`src/rtl/cic_integ_decim.sv`:
```
// rtl/cic_integ_decim.sv - CIC integrator cascade followed by a 1-in-R decimator
module cic_integ_decim #(
    parameter int IN_WIDTH  = 16,
    parameter int ACC_WIDTH = 42,
    parameter int STAGES    = 3,
    parameter int MAX_R     = 16,
    parameter int RW        = $clog2(MAX_R + 1)
) (
    input  logic                        clk,
    input  logic                        rst,
    input  logic                        valid_in,
    input  logic signed [IN_WIDTH-1:0]  data_in,
    input  logic        [RW-1:0]        dec_ratio,
    output logic signed [ACC_WIDTH-1:0] integ_out,
    output logic                        valid_out,
    output logic        [RW-1:0]        ratio_active
);

    // Running sums; wrap-around is intentional and cancelled by the downstream combs.
    logic [ACC_WIDTH-1:0] acc [STAGES];
    // v[k] marks that acc[k] advanced on the previous edge, so stage k+1 may consume it.
    logic [STAGES-1:0]    v;
    logic [RW-1:0]        cnt;
    logic [RW-1:0]        ratio_clean;
    logic [RW-1:0]        ratio_last;
    logic [ACC_WIDTH-1:0] sample_ext;

    // data_in is signed, so the size cast sign-extends into the accumulator width.
    assign sample_ext = ACC_WIDTH'(data_in);
    assign ratio_last = ratio_active - RW'(1);

    // Clamp the requested ratio into 1..MAX_R.
    always_comb begin
        ratio_clean = dec_ratio;
        if (dec_ratio == '0) begin
            ratio_clean = RW'(1);
        end else if (dec_ratio > RW'(MAX_R)) begin
            ratio_clean = RW'(MAX_R);
        end
    end

    // Integrator cascade: each stage advances only when its upstream stage did.
    always_ff @(posedge clk) begin
        if (rst) begin
            for (int k = 0; k < STAGES; k++) begin
                acc[k] <= '0;
            end
            v <= '0;
        end else begin
            v[0] <= valid_in;
            for (int k = 1; k < STAGES; k++) begin
                v[k] <= v[k-1];
            end
            if (valid_in) begin
                acc[0] <= acc[0] + sample_ext;
            end
            for (int k = 1; k < STAGES; k++) begin
                if (v[k-1]) begin
                    acc[k] <= acc[k] + acc[k-1];
                end
            end
        end
    end

    // Decimator: emit every ratio_active-th last-stage update; a new ratio is taken only on a boundary.
    always_ff @(posedge clk) begin
        if (rst) begin
            cnt          <= '0;
            integ_out    <= '0;
            valid_out    <= 1'b0;
            ratio_active <= ratio_clean;
        end else if (v[STAGES-1]) begin
            if (cnt == ratio_last) begin
                integ_out    <= acc[STAGES-1];
                valid_out    <= 1'b1;
                cnt          <= '0;
                ratio_active <= ratio_clean;
            end else begin
                cnt       <= cnt + RW'(1);
                valid_out <= 1'b0;
            end
        end else begin
            valid_out <= 1'b0;
        end
    end

endmodule

```
`config.mk`:
```
export PLATFORM = sky130hd
export DESIGN_NAME = cic_integ_decim
export DESIGN_NICKNAME = d
export VERILOG_FILES = /design/src/rtl/cic_integ_decim.sv
export SDC_FILE = /design/constraint.sdc
export NUM_CORES = 1
export LEC_CHECK = 0
export CAP_MARGIN = 30
export CORE_MARGIN = 2
export CORE_UTILIZATION = 60
export CTS_CLUSTER_SIZE = 28
export DETAILED_ROUTE_END_ITERATION = 10
export PLACE_DENSITY = 0.8
export SYNTH_ARGS = -nofsm -noshare
export SYNTH_HDL_FRONTEND = slang
export SYNTH_SLANG_ARGS = --single-unit
export TNS_END_PERCENT = 20
```
`constraint.sdc`:
```
create_clock -name clk -period 6.5 [get_ports clk]
set_input_delay 1.3 -clock clk [delete_from_list [all_inputs] [get_ports clk]]
set_output_delay 1.3 -clock clk [all_outputs]
set_load 0.005 [all_outputs]
```
# Word level (Yosys, flattened, before mapping)
# Memory sizes are Yosys's and may differ from the RTL's.
# Cells that the tools add are included.
# Widths: inputs -> output; s select.
[op_classes] addsub=5 order_cmp=1 n_eq_ne=1 n_mux=21 bitwise=4 n_reduce_logical=6
[ops] cell="$add 42x42->42" n=3
[ops] cell="$mux 42" n=3
[ops] cell="$mux 5" n=6
[ops] cell="$mux 1" n=12
[ops] cell="$add 5x1->5 const B" n=1
[ops] cell="$eq 5x5->1" n=1
[ops] cell="$gt 5x5->1 const B" n=1
[ops] cell="$logic_not 5->1" n=1
[ops] cell="$sub 5x1->5 const B" n=1
[ops] cell="$reduce_and 2->1" n=2
[ops] cell="$reduce_bool 2->1" n=2
[ops] cell="$or 1x1->1" n=3
[ops] cell="$reduce_or 2->1" n=1
[ops] cell="$not 1->1" n=1
[totals] reg_bits=56 mem_bits_rw=126 out_inout_bits=48 memories=1
[mem_list] memory="acc" words=3 width=42 rd=3 rd_ports_with_merged_regs=0 wr=3 line_no="20" source="logic [ACC_WIDTH-1:0] acc [STAGES];"

# Depth between registers and ports, before layout
# Gate-level depths: netlist of the first run.
[logic_depth] depth_word=6 ltp_mapped=11 ltp_nobuf=11

# Worst setup path before layout of the first run
# Ideal clock, no wire load.
[synth_timing] path_kind="input port to flip-flop" from="input data_in[0]" to="memory acc[0][38] (data pin)" setup_time_ns=0.174 t_arrival_ns=3.628 t_required_ns=6.326 slack_ns=2.697 stages=11 path_buffers=0 path_cell_list="ha_1 -> inv_1 -> fa_1 -> nand2b_1 -> a21oi_2 -> o2111ai_1 -> a21o_1 -> a2111oi_4 -> o2111ai_2 -> a41o_1 -> a311oi_1"
[synth_rtl] element="start, declared" line_no="12" source="input logic signed [IN_WIDTH-1:0] data_in,"
[synth_rtl] element="end, declared" line_no="20"

==> results of run 1 <==
## placed cells by master (no fill, tap or decap), types with 10 or more instances in the layout
| cell type | netlist | final |
|---|---|---|
| nor2_1 | 211 | 210 |
| a21oi_1 | 149 | 149 |
| edfxtp_1 | 131 | 131 |
| ha_1 | 127 | 127 |
| nand2_1 | 119 | 119 |
| o21ai_0 | 76 | 76 |
| clkdlybuf4s50_1 | 0 | 71 |
| a21o_1 | 67 | 67 |
| mux2i_1 | 52 | 52 |
| inv_1 | 51 | 51 |
| dfxtp_1 | 51 | 51 |
| xnor2_1 | 47 | 47 |
| nor3_1 | 45 | 44 |
| xor2_1 | 42 | 42 |
| nand4_1 | 33 | 33 |
| o21a_1 | 29 | 29 |
| o21bai_1 | 25 | 25 |
| a211oi_1 | 21 | 21 |
| nand3_1 | 20 | 20 |
| nand2b_1 | 19 | 19 |
| and2_1 | 18 | 18 |
| clkbuf_16 | 0 | 17 |
| nor2b_1 | 15 | 15 |
| a31oi_1 | 14 | 14 |
| o211ai_1 | 12 | 12 |
| and3_1 | 12 | 12 |
| a21boi_0 | 11 | 11 |
| or3_1 | 10 | 10 |
## Yosys cell counts (42+ instances only)
library cell and instances:
xor2_1 42, nor2_1 211, xnor2_1 47, nand2_1 119
dfxtp_1 51, edfxtp_1 131, clkbuf_1 62, a21o_1 67
inv_1 51, nor3_1 45, a21oi_1 149, ha_1 127
mux2i_1 52, o21ai_0 76
## power by group
part | total, uW | switching (uW) | internal, uW
clock network | 1080 | 519 | 557
logic | 2750 | 1660 | 1090
registers | 1730 | 203 | 1530
## flip-flops by register name, summed over array words and instances, names as in the netlist
register / flops
acc: 126
integ_out: 42
cnt: 5
ratio_active: 5
v: 3
valid_out: 1
## cell type report
type / instances / area, sq um / area share (%)
clock buffer: 18 / 429 / 2.78
inverter: 51 / 191 / 1.24
tap: 285 / 357 / 2.31
multi-input combinational: 1274 / 8510 / 55.2
timing repair buffer: 79 / 808 / 5.24
sequential: 182 / 4950 / 32.1
clock inverter: 14 / 176 / 1.14
## metrics by stage
stage / hold WS, ns / std cells / power, uW / setup WS (ns) / area [sq um]
after CTS: 0.498 / 1902 / 5500 / 2.28 / 15400
after global placement: 0.471 / 1869 / 4350 / 1.92 / 14800
after global routing: 0.521 / 1903 / 5930 / 2.05 / 15400
after detailed placement: 0.480 / 1870 / 4420 / 1.83 / 14800
final: 0.497 / 1903 / 5550 / 2.28 / 15400
after floorplan: 0.461 / 1578 / 3780 / 2.70 / 13900
## worst max-delay path, stage by stage
cell	delay, ns
clkdlybuf4s50_1	0.46
ha_1	0.19
inv_1	0.07
fa_1	0.40
nand2b_1	0.20
a21oi_2	0.19
o2111ai_1	0.24
a21o_1	0.28
a2111oi_4	0.49
o2111ai_2	0.19
and4b_1	0.24
a311oi_1	0.25
## cells by family (layout without fill, tap and decap cells)
kind of cell	count (synthesis)	count (layout)
buffers and inverters	122	162
flip-flops	182	182
XOR/XNOR	89	89
multiplexers	53	53
AO/OA/AOI/OAI	465	465
adder cells (fa/ha/maj)	130	130
AND/OR/NAND/NOR	537	537
## metal layers
| layer | vias to the layer above | share of wire (%) |
|---|---|---|
| li1 | 5872 | - |
| met1 | 5517 | 47 |
| met2 | 443 | 44 |
| met3 | 40 | 7.5 |
| met4 | 0 | 1.4 |
| met5 | - | 0 |
## how the worst max path moves through the flow
stage | slack [ns] | start | to | cells past startpoint
finish | 2.28 | data_in[0] | acc[0][34] | 12
global route | 2.05 | data_in[0] | acc[0][34] | 12
CTS | 2.28 | data_in[0] | acc[0][34] | 12
detailed placement | 1.83 | data_in[0] | acc[0][34] | 12
global placement | 1.92 | data_in[0] | acc[0][38] | 12
floorplan | 2.70 | data_in[0] | acc[0][38] | 11
==> impl_metrics.yaml, run 1 <==
status:
  run_status: "finished, final reports clean"
placement:
  routabilityCongestion: 0.959
  post-dp-hpwl_mm: 25.9
  place.port_buffers: 71
hold_path:
  min_to: "integ_out[11]"
  worstHoldStart: "integ_out[11]"
  hold_depth: 2
  hold_path_class: "flop to flop"
run:
  drv_cap: 0
power_and_ir_drop:
  cellPowerDensity_mw_per_mm2: 360
  vdd_ir_drop_max_uv: 170
  leakage_uw: 0.00630
worst_setup_path:
  path_class: "input port to flop"
  cp_max_fo: 4
  worst_setup_path_end_kind: "flop"
  crit_arrival_ns: 4.49
  r2r_slack_ns: 3.14
  worstPathRequired_ns: 6.77
  cp-start-kind: "input port"
  reg2reg_to: "acc[0][122]"
  r2r_cells: 11
  worstReg2RegStart: "acc[0][42]"
floorplan:
  die_x_microns: 156
  rows: 55
  die_y_microns: 156
  dieArea_sq_mm: 0.0244
  pin_count: 72
  initial_utilization_pct: 61.3
  core_area_sq_mm: 0.0227
timing:
  grt_setup_unrepaired: "no"
  fin_tns_setup_ns: 0
  tightest_slew_ns: 0.986
  skew_ns: 0.0175
  min_period_ns: 4.22
  report.final.slew_viol_count: 0
  hold_viol: 0
  setup_viol: 0
  fin_crit_sh_pct: 64.9
  max_freq_ghz: 0.237
  relSlewSlack_pct: 34.3
grt:
  top_usage_layer: "met2"
  gr-usage-met3_pct: 2.74
  overflow: 0
  grtUsageMet1_pct: 42.7
  grt_pass1_wl_mm: 55.1
  grt_usage_pct: 28.2
  grt_pass1_vias: 10900
  antenna_found_initial: 0
  use_met2_pct: 43.5
  grt_max_degree: 109
logic_synthesis:
  synth_compound_gate_area_share_pct: 21.8
  syn_avg_cell_area_sq_um: 8.82
  synth_top_cell_area_share_pct: 28.3
  synth_area_sq_mm: 0.0139
  synth-seq-area-share_pct: 35.6
  synthAdderAreaFrac_pct: 11.8
  synth_edf_count: 131
  syn-instance-count: 1578
  synthSimpleGateAreaFrac_pct: 18.0
  ys_warn_count: 0
  synth_flop_cell: "edfxtp_1"
  synth_xor_area_share_pct: 5.60
  syn_nets: 1732
  yosysTopAreaCell: "edfxtp_1"
  synth_mux_area_share_pct: 3.82
  async_reset_ff_share_pct: 0
  ys_seq_elements: 182
  synth_area_leaders: "edfxtp_1, ha_1, dfxtp_1"
  ys_types: 68
  synth_top_family_by_area: "compound AO/OA/AOI/OAI gates"
routing:
  wire_per_inst_microns: 17.7
  drt_iter0_markers: 925
  drc: 0
  firstDrtPassIters: 7
  ant_nets: 0
  viasPerCell: 6.24
  drt_wl_total_mm: 33.7
  vias: 11900
finish:
  fin_nets: 1759
  drive_gt1_share_pct: 3.96
  area_growth_pct: 10.8
  post-route-util_pct: 67.9
  antennaDiodeCount: 0
  fillers: 1845
clocking:
  cts_sinks: 182
  cts_buffer_depth: 2
  clockRootBuffer: "clkbuf_16"
  worstSkewPairLatency_ns: 0.45
  cts_tree: "done"
  numCtsBuffers: 17
  post_cts_buffers: 0
  cts_resized: 0
  htreeDepth: 4
  hold_buffers: 0
  clk_pin_slew_worst_paths_ns: 0.08
(Power assumes the default switching activity.)
==> run 2, diff against run 1 <==
- clock period: 6.5 -> 4.2 ns (I/O delays scaled with it)
==> impl_metrics.yaml, run 2 (synthesis results as in run 1) <==
clocking:
  numCtsBuffers: 17
  post_cts_buffers: 0
  htreeDepth: 4
  cts_sinks: 182
  hold_buffers: 0
  clockRootBuffer: "clkbuf_16"
  cts_buffer_depth: 2
  cts_resized: 0
  clk_pin_slew_worst_paths_ns: 0.07
  worstSkewPairLatency_ns: 0.46
  cts_tree: "done"
grt:
  antenna_found_initial: 0
  grt_pass1_vias: 11100
  grt_pass1_wl_mm: 56.0
  grt_usage_pct: 28.6
  grt_max_degree: 77
  overflow: 0
finish:
  fillers: 1841
  reg.largest.list: "acc: 126 flops, integ_out: 42 flops"
  layout_commonest_cell: "nor2_1"
  regArea_sq_mm: 0.00495
  largest_reg_flops: 126
  post-route-util_pct: 68.0
  drive_gt1_share_pct: 4.49
  largest-register: "acc"
  mostFrequentLayoutCells: "nor2_1, a21oi_1, edfxtp_1"
  fin_nets: 1768
  area_growth_pct: 10.9
  antennaDiodeCount: 0
  multi_input_area_sq_mm: 0.00851
power_and_ir_drop:
  p_sw_uw: 3690
  p_clk_share_pct: 18.5
  cellPowerDensity_mw_per_mm2: 553
  internal_power_uw: 4850
  vdd_ir_drop_max_uv: 286
  total_power_uw: 8530
  swShare_pct: 43.2
  seq_power_share_pct: 31.5
  leakage_uw: 0.00632
  power_frac_comb_pct: 50.1
timing:
  fin_tns_setup_ns: 0
  hold_viol: 0
  fin_crit_sh_pct: 87.4
  grt_setup_unrepaired: "no"
  report.final.slew_viol_count: 0
  tightest_slew_ns: 0.955
  relSlewSlack_pct: 36.3
  layout_setup_ws_ns: 0.529
  setup_viol: 0
  min_period_ns: 3.67
  max_freq_ghz: 0.272
  skew_ns: 0.0175
  holdWs_ns: 0.496
worst_setup_path:
  worst_setup_path_end_kind: "flop"
  max_stage_delay_ns: 0.47
  crit_arrival_ns: 3.95
  cp_max_fo: 3
  path_class: "input port to flop"
  crit_slowest_cell: "clkdlybuf4s50_1"
  worstPathRequired_ns: 4.48
  path_cells: "clkdlybuf4s50_1 > ha_1 > inv_1 > fa_1 > nand2b_1 > a21oi_2 > o2111ai_1 > a21o_1 > a2111oi_4 > o2111ai_2 > a41o_1 > a311oi_1"
  cp-start-kind: "input port"
placement:
  routabilityCongestion: 0.972
  pre_cts_slack_ns: 0.117
  place.port_buffers: 71
  post-dp-hpwl_mm: 26.1
floorplan:
  pin_count: 72
  dieArea_sq_mm: 0.0244
  rows: 55
  initial_utilization_pct: 61.3
  core_area_sq_mm: 0.0227
  die_x_microns: 156
  die_y_microns: 156
routing:
  drc: 0
  ant_nets: 0
  drt_wl_total_mm: 33.9
  vias: 12000
  viasPerCell: 6.28
  drt_iter0_markers: 794
  wire_per_inst_microns: 17.8
  firstDrtPassIters: 5
run:
  drv_cap: 0
status:
  run_status: "finished, final reports clean"
hold_path:
  hold_path_class: "flop to flop"
==> run 2: cell types whose count changed in the layout (fill, tap and decap cells not counted), sizes merged <==
cell	before	now
inv	60	59
clkbuf	18	17
clkinv	4	5
clkinvlp	0	1
bufinv	1	0
buf	8	17
==> run 2: layout make-up <==
type / instances / area share (%)
clock buffers: 17 / 2.76
clock inverters: 14 / 0.892
multi-input cells: 1274 / 55.1
well taps: 285 / 2.31
flip-flops and latches: 182 / 32.1
repair buffers: 88 / 5.59
inverters: 51 / 1.24
==> run 2: per-layer routing <==
metal / global-route usage [%] / up-vias / part of all wire, %
met5: 0 / - / 0
met3: 2.82 / 41 / 7.8
met1: 42.4 / 5609 / 47
met4: 6.64 / 0 / 1.3
met2: 45.1 / 463 / 44
li1: - / 5893 / -
==> run 2: final timing paths <==
check / startpoint / end / slack [ns] / cells after the start
setup / recovery: data_in[0] / acc[0][38] / 0.53 / 12
hold / removal: integ_out[24] / integ_out[24] / 0.50 / 2
setup reg to reg: acc[0][0] / acc[0][70] / 0.87 / 11
hold reg to reg: integ_out[24] / integ_out[24] / 0.50 / 2
==> run 2: stage by stage <==
stage	cell area [sq um]	cells
after floorplan	13900	1578
final	15400	1911
after detailed placement	14900	1879
after global routing	15400	1911
after CTS	15400	1910
after global placement	14900	1879
==> run 2: power by group through the flow <==
stage	registers, uW	logic, uW	clock network [uW]
5_1_grt	2710	4730	1660
3_3_place_gp	2700	4050	0
2_1_floorplan	2520	3330	0
3_5_place_dp	2700	4140	0
4_1_cts	2670	4180	1590
6_report	2680	4270	1580
==> run 2: critical path, delay by kind of cell <==
family                     cells  cell delay, ns
AOI/OAI and AO/OA              7            1.76
buffers and inverters          2            0.54
and+or+nand+nor                1            0.20
adders and majority gates      2            0.60
==> run 3, diff against run 2 <==
- CAP_MARGIN: 30 -> default
==> impl_metrics.yaml, run 3 (synthesis results as in run 1) <==
timing:
  relSlewSlack_pct: 34.7
  grt_setup_unrepaired: "no"
  tightest_slew_ns: 0.979
  holdWs_ns: 0.496
  fin_crit_sh_pct: 87.0
  hold_viol: 0
  setup_viol: 0
  min_period_ns: 3.65
  fin_tns_setup_ns: 0
  max_freq_ghz: 0.274
  skew_ns: 0.0187
  report.final.slew_viol_count: 0
floorplan:
  rows: 55
  die_y_microns: 156
  core_area_sq_mm: 0.0227
  initial_utilization_pct: 61.3
  pin_count: 72
  die_x_microns: 156
  dieArea_sq_mm: 0.0244
finish:
  fin_nets: 1767
  area_growth_pct: 10.8
  largest-register: "acc"
  reg.largest.list: "acc: 126 flops, integ_out: 42 flops"
  antennaDiodeCount: 0
  layout_commonest_cell: "nor2_1"
  mostFrequentLayoutCells: "nor2_1, a21oi_1, edfxtp_1"
  drive_gt1_share_pct: 4.43
  final_area_sq_mm: 0.0154
  largest_reg_flops: 126
  post-route-util_pct: 67.9
routing:
  dr_wl_met3_mm: 2.39
  wirelength_met1_mm: 16.1
  drt_wl_total_mm: 34.0
  viasPerCell: 6.30
  drt_iter0_markers: 873
  drc: 0
  top_layer: "met4"
  wl_met2_mm: 15.1
  firstDrtPassIters: 5
  ant_nets: 0
  vias: 12000
  wire_per_inst_microns: 17.8
worst_setup_path:
  crit_arrival_ns: 3.94
  cp_max_fo: 3
  r2r_slack_ns: 0.88
  r2r_cells: 11
  cp-start-kind: "input port"
  crit_end: "acc[0][38]"
  worst_setup_path_end_kind: "flop"
  worstPathRequired_ns: 4.48
  worstReg2RegStart: "acc[0][0]"
  cp-startpoint: "data_in[0]"
  path_class: "input port to flop"
  reg2reg_to: "acc[0][70]"
clocking:
  cts_tree: "done"
  clockRootBuffer: "clkbuf_16"
  cts_sinks: 182
  worstSkewPairLatency_ns: 0.46
  hold_buffers: 0
  post_cts_buffers: 0
  cts_resized: 0
  clk_pin_slew_worst_paths_ns: 0.08
  htreeDepth: 4
  numCtsBuffers: 17
  cts_buffer_depth: 2
grt:
  overflow: 0
  antenna_found_initial: 0
  grt_usage_pct: 28.6
  grt_pass1_wl_mm: 56.0
  grt_max_degree: 77
  grt_pass1_vias: 11100
placement:
  placed_area_sq_mm: 0.0149
  routabilityCongestion: 0.972
  post-dp-hpwl_mm: 26.1
  place.port_buffers: 71
status:
  run_status: "finished, final reports clean"
power_and_ir_drop:
  cellPowerDensity_mw_per_mm2: 554
  leakage_uw: 0.00631
  vdd_ir_drop_max_uv: 287
hold_path:
  hold_path_class: "flop to flop"
run:
  drv_cap: 0
-- run 3: worst min-delay path by stage --
stage,startpoint,to,depth (start not counted)
4_1_cts,integ_out[6],integ_out[6],2
2_1_floorplan,v[1],v[2],1
3_3_place_gp,integ_out[24],integ_out[24],2
6_report,integ_out[24],integ_out[24],2
3_5_place_dp,integ_out[6],integ_out[6],2
5_1_grt,integ_out[28],integ_out[28],2
-- run 3: metrics by stage --
stage | total power (uW) | instances | setup slack [ns]
6_report | 8540 | 1910 | 0.547
5_1_grt | 9100 | 1910 | 0.379
4_1_cts | 8440 | 1910 | 0.567
3_5_place_dp | 6850 | 1879 | 0.117
3_3_place_gp | 6740 | 1879 | 0.168
2_1_floorplan | 5850 | 1578 | 0.857
-- run 3: layout make-up --
cell class | instances | area [sq um]
multi-input cells | 1274 | 8510
fillers | 1843 | 7290
flip-flops and latches | 182 | 4950
repair buffers | 87 | 843
clock buffers | 17 | 425
well taps | 285 | 357
inverters | 51 | 191
clock inverters | 14 | 138
-- run 3: power by group --
group          total [uW]  internal [uW]  switching [uW]  leakage [uW]
clock                1580            784             796      0.000276
combinational        4280           1700            2580       0.00423
sequential           2680           2360             320       0.00180
-- run 3: routing by layer --
| metal | global-route usage [%] | up-vias |
|---|---|---|
| met1 | 42.4 | 5655 |
| met3 | 2.82 | 43 |
| met2 | 45.1 | 451 |
| li1 | - | 5887 |
| met5 | 0 | - |
| met4 | 6.64 | 0 |
-- run 3: worst max-delay path, cell delays in order --
cell,delay (ns)
clkdlybuf4s50_1,0.47
ha_1,0.20
inv_1,0.07
fa_1,0.40
nand2b_1,0.19
a21oi_2,0.17
o2111ai_1,0.23
a21o_1,0.27
a2111oi_4,0.40
o2111ai_2,0.18
a41o_1,0.27
a311oi_1,0.23
